--- src/rtl/rsbus_r2d_inserter.sv ---
// RS ring inserter: watches slot headers and overwrites empty slots with complete frames
// from the local TX FIFO, keeping a fixed two-cycle ring latency.
module rsbus_r2d_inserter #(
  parameter int unsigned SLOT_WORDS  = 9,
  parameter int unsigned SHORT_WORDS = 2,
  parameter int unsigned LONG_WORDS  = 9,
  parameter bit          CLR_CTRL    = 1'b1
) (
  input  logic        clk,
  input  logic        rst,
  input  logic        i_sof,
  input  logic [11:0] i_ctrl,
  input  logic [71:0] i_bus,
  output logic        o_sof,
  output logic [11:0] o_ctrl,
  output logic [71:0] o_bus,
  input  logic        frm_i_rdy,
  input  logic        frm_i_len,
  output logic        frm_i_rd,
  input  logic [71:0] frm_i_bus,
  output logic        o_ins,
  output logic        o_err
);

  localparam int unsigned   CW      = $clog2(SLOT_WORDS + 1);
  localparam logic [CW-1:0] SHORT_N = CW'(SHORT_WORDS);
  localparam logic [CW-1:0] LONG_N  = CW'(LONG_WORDS);
  localparam logic [CW-1:0] ONE_N   = CW'(1);

  typedef enum logic [0:0] {IDLE = 1'b0, INSERT = 1'b1} state_e;

  state_e        state_q, state_d;
  logic [CW-1:0] cnt_q, cnt_d;
  logic [CW-1:0] n_q, n_d;
  logic          rd_d;
  logic          slot_free;

  logic          sof_q, rep_q, hdr_q;
  logic [11:0]   ctrl_q;
  logic [71:0]   bus_q;
  logic          o_sof_q, o_ins_q, o_err_q;
  logic [11:0]   o_ctrl_q, ctrl_mux;
  logic [71:0]   o_bus_q, bus_mux;

  // Inserted header is always marked busy and never as a recovery slot.
  function automatic logic [71:0] force_hdr(input logic [71:0] w);
    return {2'b10, w[69:0]};
  endfunction

  assign slot_free = i_sof & ~i_bus[71] & frm_i_rdy & (state_q == IDLE);

  always_comb begin
    state_d = state_q;
    cnt_d   = cnt_q;
    n_d     = n_q;
    rd_d    = 1'b0;
    case (state_q)
      IDLE: begin
        if (slot_free) begin
          rd_d    = 1'b1;
          n_d     = frm_i_len ? LONG_N : SHORT_N;
          cnt_d   = ONE_N;
          state_d = INSERT;
        end else begin
          state_d = IDLE;
        end
      end
      INSERT: begin
        // Leave on the last read so the very next slot header can be claimed.
        if (cnt_q < n_q) begin
          rd_d  = 1'b1;
          cnt_d = cnt_q + ONE_N;
          if (cnt_d == n_q) begin
            state_d = IDLE;
          end else begin
            state_d = INSERT;
          end
        end else begin
          state_d = IDLE;
        end
      end
      default: begin
        state_d = IDLE;
      end
    endcase
  end

  assign frm_i_rd = rd_d & ~rst;

  always_ff @(posedge clk) begin
    if (rst) begin
      state_q <= IDLE;
      cnt_q   <= {CW{1'b0}};
      n_q     <= {CW{1'b0}};
    end else begin
      state_q <= state_d;
      cnt_q   <= cnt_d;
      n_q     <= n_d;
    end
  end

  // FIFO data arrives one cycle after the read, lining up with the registered ring word.
  always_comb begin
    bus_mux  = bus_q;
    ctrl_mux = ctrl_q;
    if (rep_q) begin
      bus_mux  = hdr_q ? force_hdr(frm_i_bus) : frm_i_bus;
      ctrl_mux = CLR_CTRL ? 12'd0 : ctrl_q;
    end else begin
      bus_mux  = bus_q;
      ctrl_mux = ctrl_q;
    end
  end

  always_ff @(posedge clk) begin
    if (rst) begin
      sof_q    <= 1'b0;
      ctrl_q   <= 12'd0;
      bus_q    <= 72'd0;
      rep_q    <= 1'b0;
      hdr_q    <= 1'b0;
      o_sof_q  <= 1'b0;
      o_ctrl_q <= 12'd0;
      o_bus_q  <= 72'd0;
      o_ins_q  <= 1'b0;
      o_err_q  <= 1'b0;
    end else begin
      sof_q    <= i_sof;
      ctrl_q   <= i_ctrl;
      bus_q    <= i_bus;
      rep_q    <= rd_d;
      hdr_q    <= rd_d & (state_q == IDLE);
      o_sof_q  <= sof_q;
      o_ctrl_q <= ctrl_mux;
      o_bus_q  <= bus_mux;
      o_ins_q  <= hdr_q;
      o_err_q  <= i_sof & (state_q == INSERT);
    end
  end

  assign o_sof  = o_sof_q;
  assign o_ctrl = o_ctrl_q;
  assign o_bus  = o_bus_q;
  assign o_ins  = o_ins_q;
  assign o_err  = o_err_q;

endmodule

--- config.mk ---
export PLATFORM = sky130hd
export DESIGN_NAME = rsbus_r2d_inserter
export DESIGN_NICKNAME = d
export VERILOG_FILES = /design/src/rtl/rsbus_r2d_inserter.sv
export SDC_FILE = /design/constraint.sdc
export NUM_CORES = 1
export LEC_CHECK = 0
export CAP_MARGIN = 10
export CORE_AREA = 2 2 120 122
export CTS_CLUSTER_SIZE = 28
export DETAILED_ROUTE_END_ITERATION = 10
export DIE_AREA = 0 0 122 124
export GPL_TIMING_DRIVEN = 0
export PLACE_DENSITY_LB_ADDON = 0.05
export SLEW_MARGIN = 10
export SYNTH_ARGS = -nofsm -noshare
export SYNTH_HDL_FRONTEND = slang
export SYNTH_SLANG_ARGS = --single-unit
--- constraint.sdc ---
create_clock -name clk -period 1.9 [get_ports clk]
set_input_delay 0.38 -clock clk [delete_from_list [all_inputs] [get_ports clk]]
set_output_delay 0.38 -clock clk [all_outputs]
set_load 0.005 [all_outputs]
==> reports/qor.yml <==
logic_synthesis:
  netlist_top_cells_area: "sky130_fd_sc_hd__dfxtp_1, sky130_fd_sc_hd__mux2i_1, sky130_fd_sc_hd__nor2b_1"
  netlist.top_cell.by_area: "sky130_fd_sc_hd__dfxtp_1"
  edff_count_synth: 0
  netlist_instances: 500
  synth_top_area_share_pct: 63.9
  synth_async_reset_ratio_pct: 0
  synth.yosys.seq_area_share_pct: 63.9
  mappedNetlistNets: 665
  ys_types: 28
  postSynthRegisterBits: 181
  yosys_warnings: 0
  avgSynthCellArea_sq_um: 11.3
  synthFlopType: "sky130_fd_sc_hd__dfxtp_1"
  syn_area_sq_um: 5670
clocking:
  clkSlewWorstSetupHoldPaths_ns: 0.06
  cts.htree.levels: 4
  tritoncts: "yes"
  cts_sinks: 181
  clock_insertion_delay_worst_skew_ns: 0.41
  cts_buffer_depth: 2
  numCtsBuffers: 17
  cts_root_buffer: "sky130_fd_sc_hd__clkbuf_16"
placement:
  placement.io_buffers: 247
  gp_routability_congestion: 0.762
  hpwl_microns: 10100
  dpl.cell_count: 927
  dp_worst_setup_slack_ns: -0.884
pwr:
  peakVddDrop_mv: 0.623
  total_power_w: 0.00830
  leakage_nw: 3.47
  power_per_cell_area_nw_per_um2: 912
global_routing:
  grt_max_degree: 17
  vias_in_the_first_global_route: 4253
  global_route_wire_length_before_repair_microns: 20700
  gr-total-overflow: 0
  antenna_found_initial: 0
  grt_util_all_layers_pct: 18.0
detailed_routing:
  post_drt_via_cell_ratio: 4.43
  route.detailed.wl_per_inst_microns: 14.1
  route.vias.total: 4284
  first_iter_violations: 129
  residual_drc: 0
  wl_microns: 13600
  first_pass_iters: 4
  postRouteAntennaNets: 0
worst_setup_path:
  worstPathMaxFanout: 4
  cp_cell_sequence: "inv_4 > ha_4 > nand2b_4 > nor4_4 > nor2_4 > nor2_2 > buf_2"
  critical_path.slowest_cell: "sky130_fd_sc_hd__dfxtp_4"
  crit_path_end_kind: "output pin"
  crit_path_category: "reg -> out"
  cp_data_required_time_ns: 1.52
  worstSetupStartpointType: "register"
  worst_ep_arrival_ns: 1.77
  worst_path_largest_cell_delay_ns: 0.38
floorplanning:
  core.rowCount: 43
  fp.dieArea_sq_um: 15100
  initial_core_util_pct: 41.3
  dieWidth_microns: 122
  dieHeight_microns: 124
  placeableCoreArea_sq_um: 13700
  i_o_pins: 249
sta:
  max_freq_mhz: 465
  final_report_max_slew_violation_count: 0
  final_critical_path_setup_slack_ns: -0.248
  worst_clock_skew_ns: 0.00808
  period_utilisation_layout_pct: 113
  timing.final.crit_period_ns: 2.15
  setup_repair_after_global_routing_missed_its_margin: "yes"
  fin_worst_hold_slack_ns: 0.426
  finalHoldViolations: 0
  slew-limit-headroom_pct: 49.3
  actual_transition_at_the_worst_max_transition_pin_ns: 0.761
  report.final.setup_viol: 1
cells_and_area:
  post_route_cells_drive_above_1_share_pct: 8.38
  insertedDiodeCount: 0
  flow.area_growth_from_synthesis_pct: 60.6
  design.final.nets: 940
  count_of_non_filler_cells_in_the_finished_layout: 968
worst_hold_path:
  hold_path_class: "reg -> reg"
run:
  timing.max_cap.violations: 0
run_status:
  run_status: "finished with violations"
  failed_checks: "negative setup slack"
==> sequential cells by signal (all words and copies together) (netlist names) <==
signal   cells
rep_q        1
cnt_q        4
o_bus       72
o_err        1
o_ins        1
o_sof        1
o_ctrl      12
state_q      1
hdr_q        1
bus_q       72
ctrl_q      12
n_q          2
sof_q        1
==> routing by layer <==
metal  vias to the layer above  GRT usage [%]  share of wire [%]
met1                      1954           19.3                 39
met3                        19           7.55                9.1
met2                       155           31.4                 50
li1                       2156              -                  -
met5                         -              0                  0
met4                         0           7.33                1.8
==> worst paths after layout <==
check / from / end / slack, ns / cells after the start
hold reg to reg: ctrl_q[5]$_SDFF_PP0_ / o_ctrl[5]$_SDFF_PP0_ / 0.43 / 1
setup / recovery: n_q[0]$_SDFFE_PP0P_ / frm_i_rd / -0.25 / 7
hold / removal: ctrl_q[5]$_SDFF_PP0_ / o_ctrl[5]$_SDFF_PP0_ / 0.43 / 1
setup reg to reg: n_q[0]$_SDFFE_PP0P_ / cnt_q[2]$_SDFFE_PP0P_ / 0.05 / 8
==> stage by stage <==
| stage | utilization (%) | area (sq um) | TNS, ns |
|---|---|---|---|
| detailed placement | 61.0 | 8360 | -5.47 |
| CTS | 65.9 | 9040 | -0.211 |
| global route | 66.3 | 9100 | -0.367 |
| finish | 66.3 | 9100 | -0.248 |
| global placement | 61.0 | 8360 | -3.31 |
| floorplan | - | 5670 | 0 |
==> layout make-up <==
type                            count  area (sq um)
Buffer                             29           124
Clock buffer                       24           492
Clock inverter                      8          97.6
Fill cell                        1091          4620
Inverter                            3          13.8
Multi-Input combinational cell    287          1980
Sequential cell                   181          3630
Tap cell                          180           225
Timing Repair Buffer              256          2530
==> kinds of logic after synthesis <==
family,share of synthesized area (%)
AND/OR/NAND/NOR,17.8
XOR/XNOR,0.618
AO/OA/AOI/OAI,1.85
multiplexers,12.5
adder cells (fa/ha/maj),0.883
flip-flops,63.9
buffers and inverters,2.34
==> worst max-delay path: cells and delay by family, from the launching register on <==
kind,cells,cell delay (ns)
and+or+nand+nor,4,0.67
adders and majority gates,1,0.14
buffers and inverters,2,0.17
DFF,1,0.38
==> cell usage after synthesis (2+ instances only) <==
library cell and n:
sky130_fd_sc_hd__nand3b_1 2, sky130_fd_sc_hd__dfxtp_1 181, sky130_fd_sc_hd__xnor2_1 3, sky130_fd_sc_hd__nand2_1 2, sky130_fd_sc_hd__nor2_1 80, sky130_fd_sc_hd__o211ai_1 5, sky130_fd_sc_hd__a211oi_1 2, sky130_fd_sc_hd__buf_2 10
sky130_fd_sc_hd__inv_1 3, sky130_fd_sc_hd__and2_1 13, sky130_fd_sc_hd__mux2i_1 71, sky130_fd_sc_hd__clkbuf_1 18, sky130_fd_sc_hd__a21oi_1 4, sky130_fd_sc_hd__ha_1 4, sky130_fd_sc_hd__nor2b_1 88, sky130_fd_sc_hd__nor3_1 2
==> report_power, final <==
part           internal, W  switching [W]
Clock              0.00207        0.00136
Combinational     0.000569       0.000266
Sequential         0.00398      0.0000498
Total              0.00662        0.00167
==> cells in the final DEF (no fill, tap or decap), drive strengths merged <==
master | synthesis | layout
nor3 | 2 | 2
nor2b | 88 | 88
a211oi | 3 | 3
dfxtp | 181 | 181
buf | 11 | 21
clkdlybuf4s50 | 0 | 246
bufinv | 0 | 2
o31a | 1 | 1
clkinv | 0 | 6
mux2i | 71 | 71
nor4 | 1 | 1
or4 | 1 | 1
and2 | 13 | 13
a21oi | 4 | 4
ha | 4 | 4
nor2 | 80 | 80
nand3 | 1 | 1
nand2b | 2 | 2
o21ai | 1 | 1
nand4bb | 1 | 1
inv | 3 | 3
nand2 | 2 | 2
xnor2 | 3 | 3
o211ai | 5 | 5
nand3b | 2 | 2
xor2 | 1 | 1
a31oi | 1 | 1
clkbuf | 18 | 42
==> timing repair <==
action                                 in CTS  in global routing
setup endpoints to repair                   1                  1
pin swaps                                   4                  3
hold buffers                                0                  0
endpoints found under the hold margin       0                  0
resized for setup                          22                  6
setup buffers                               4                  5
Note: power is estimated with default switching activity, not from simulation.
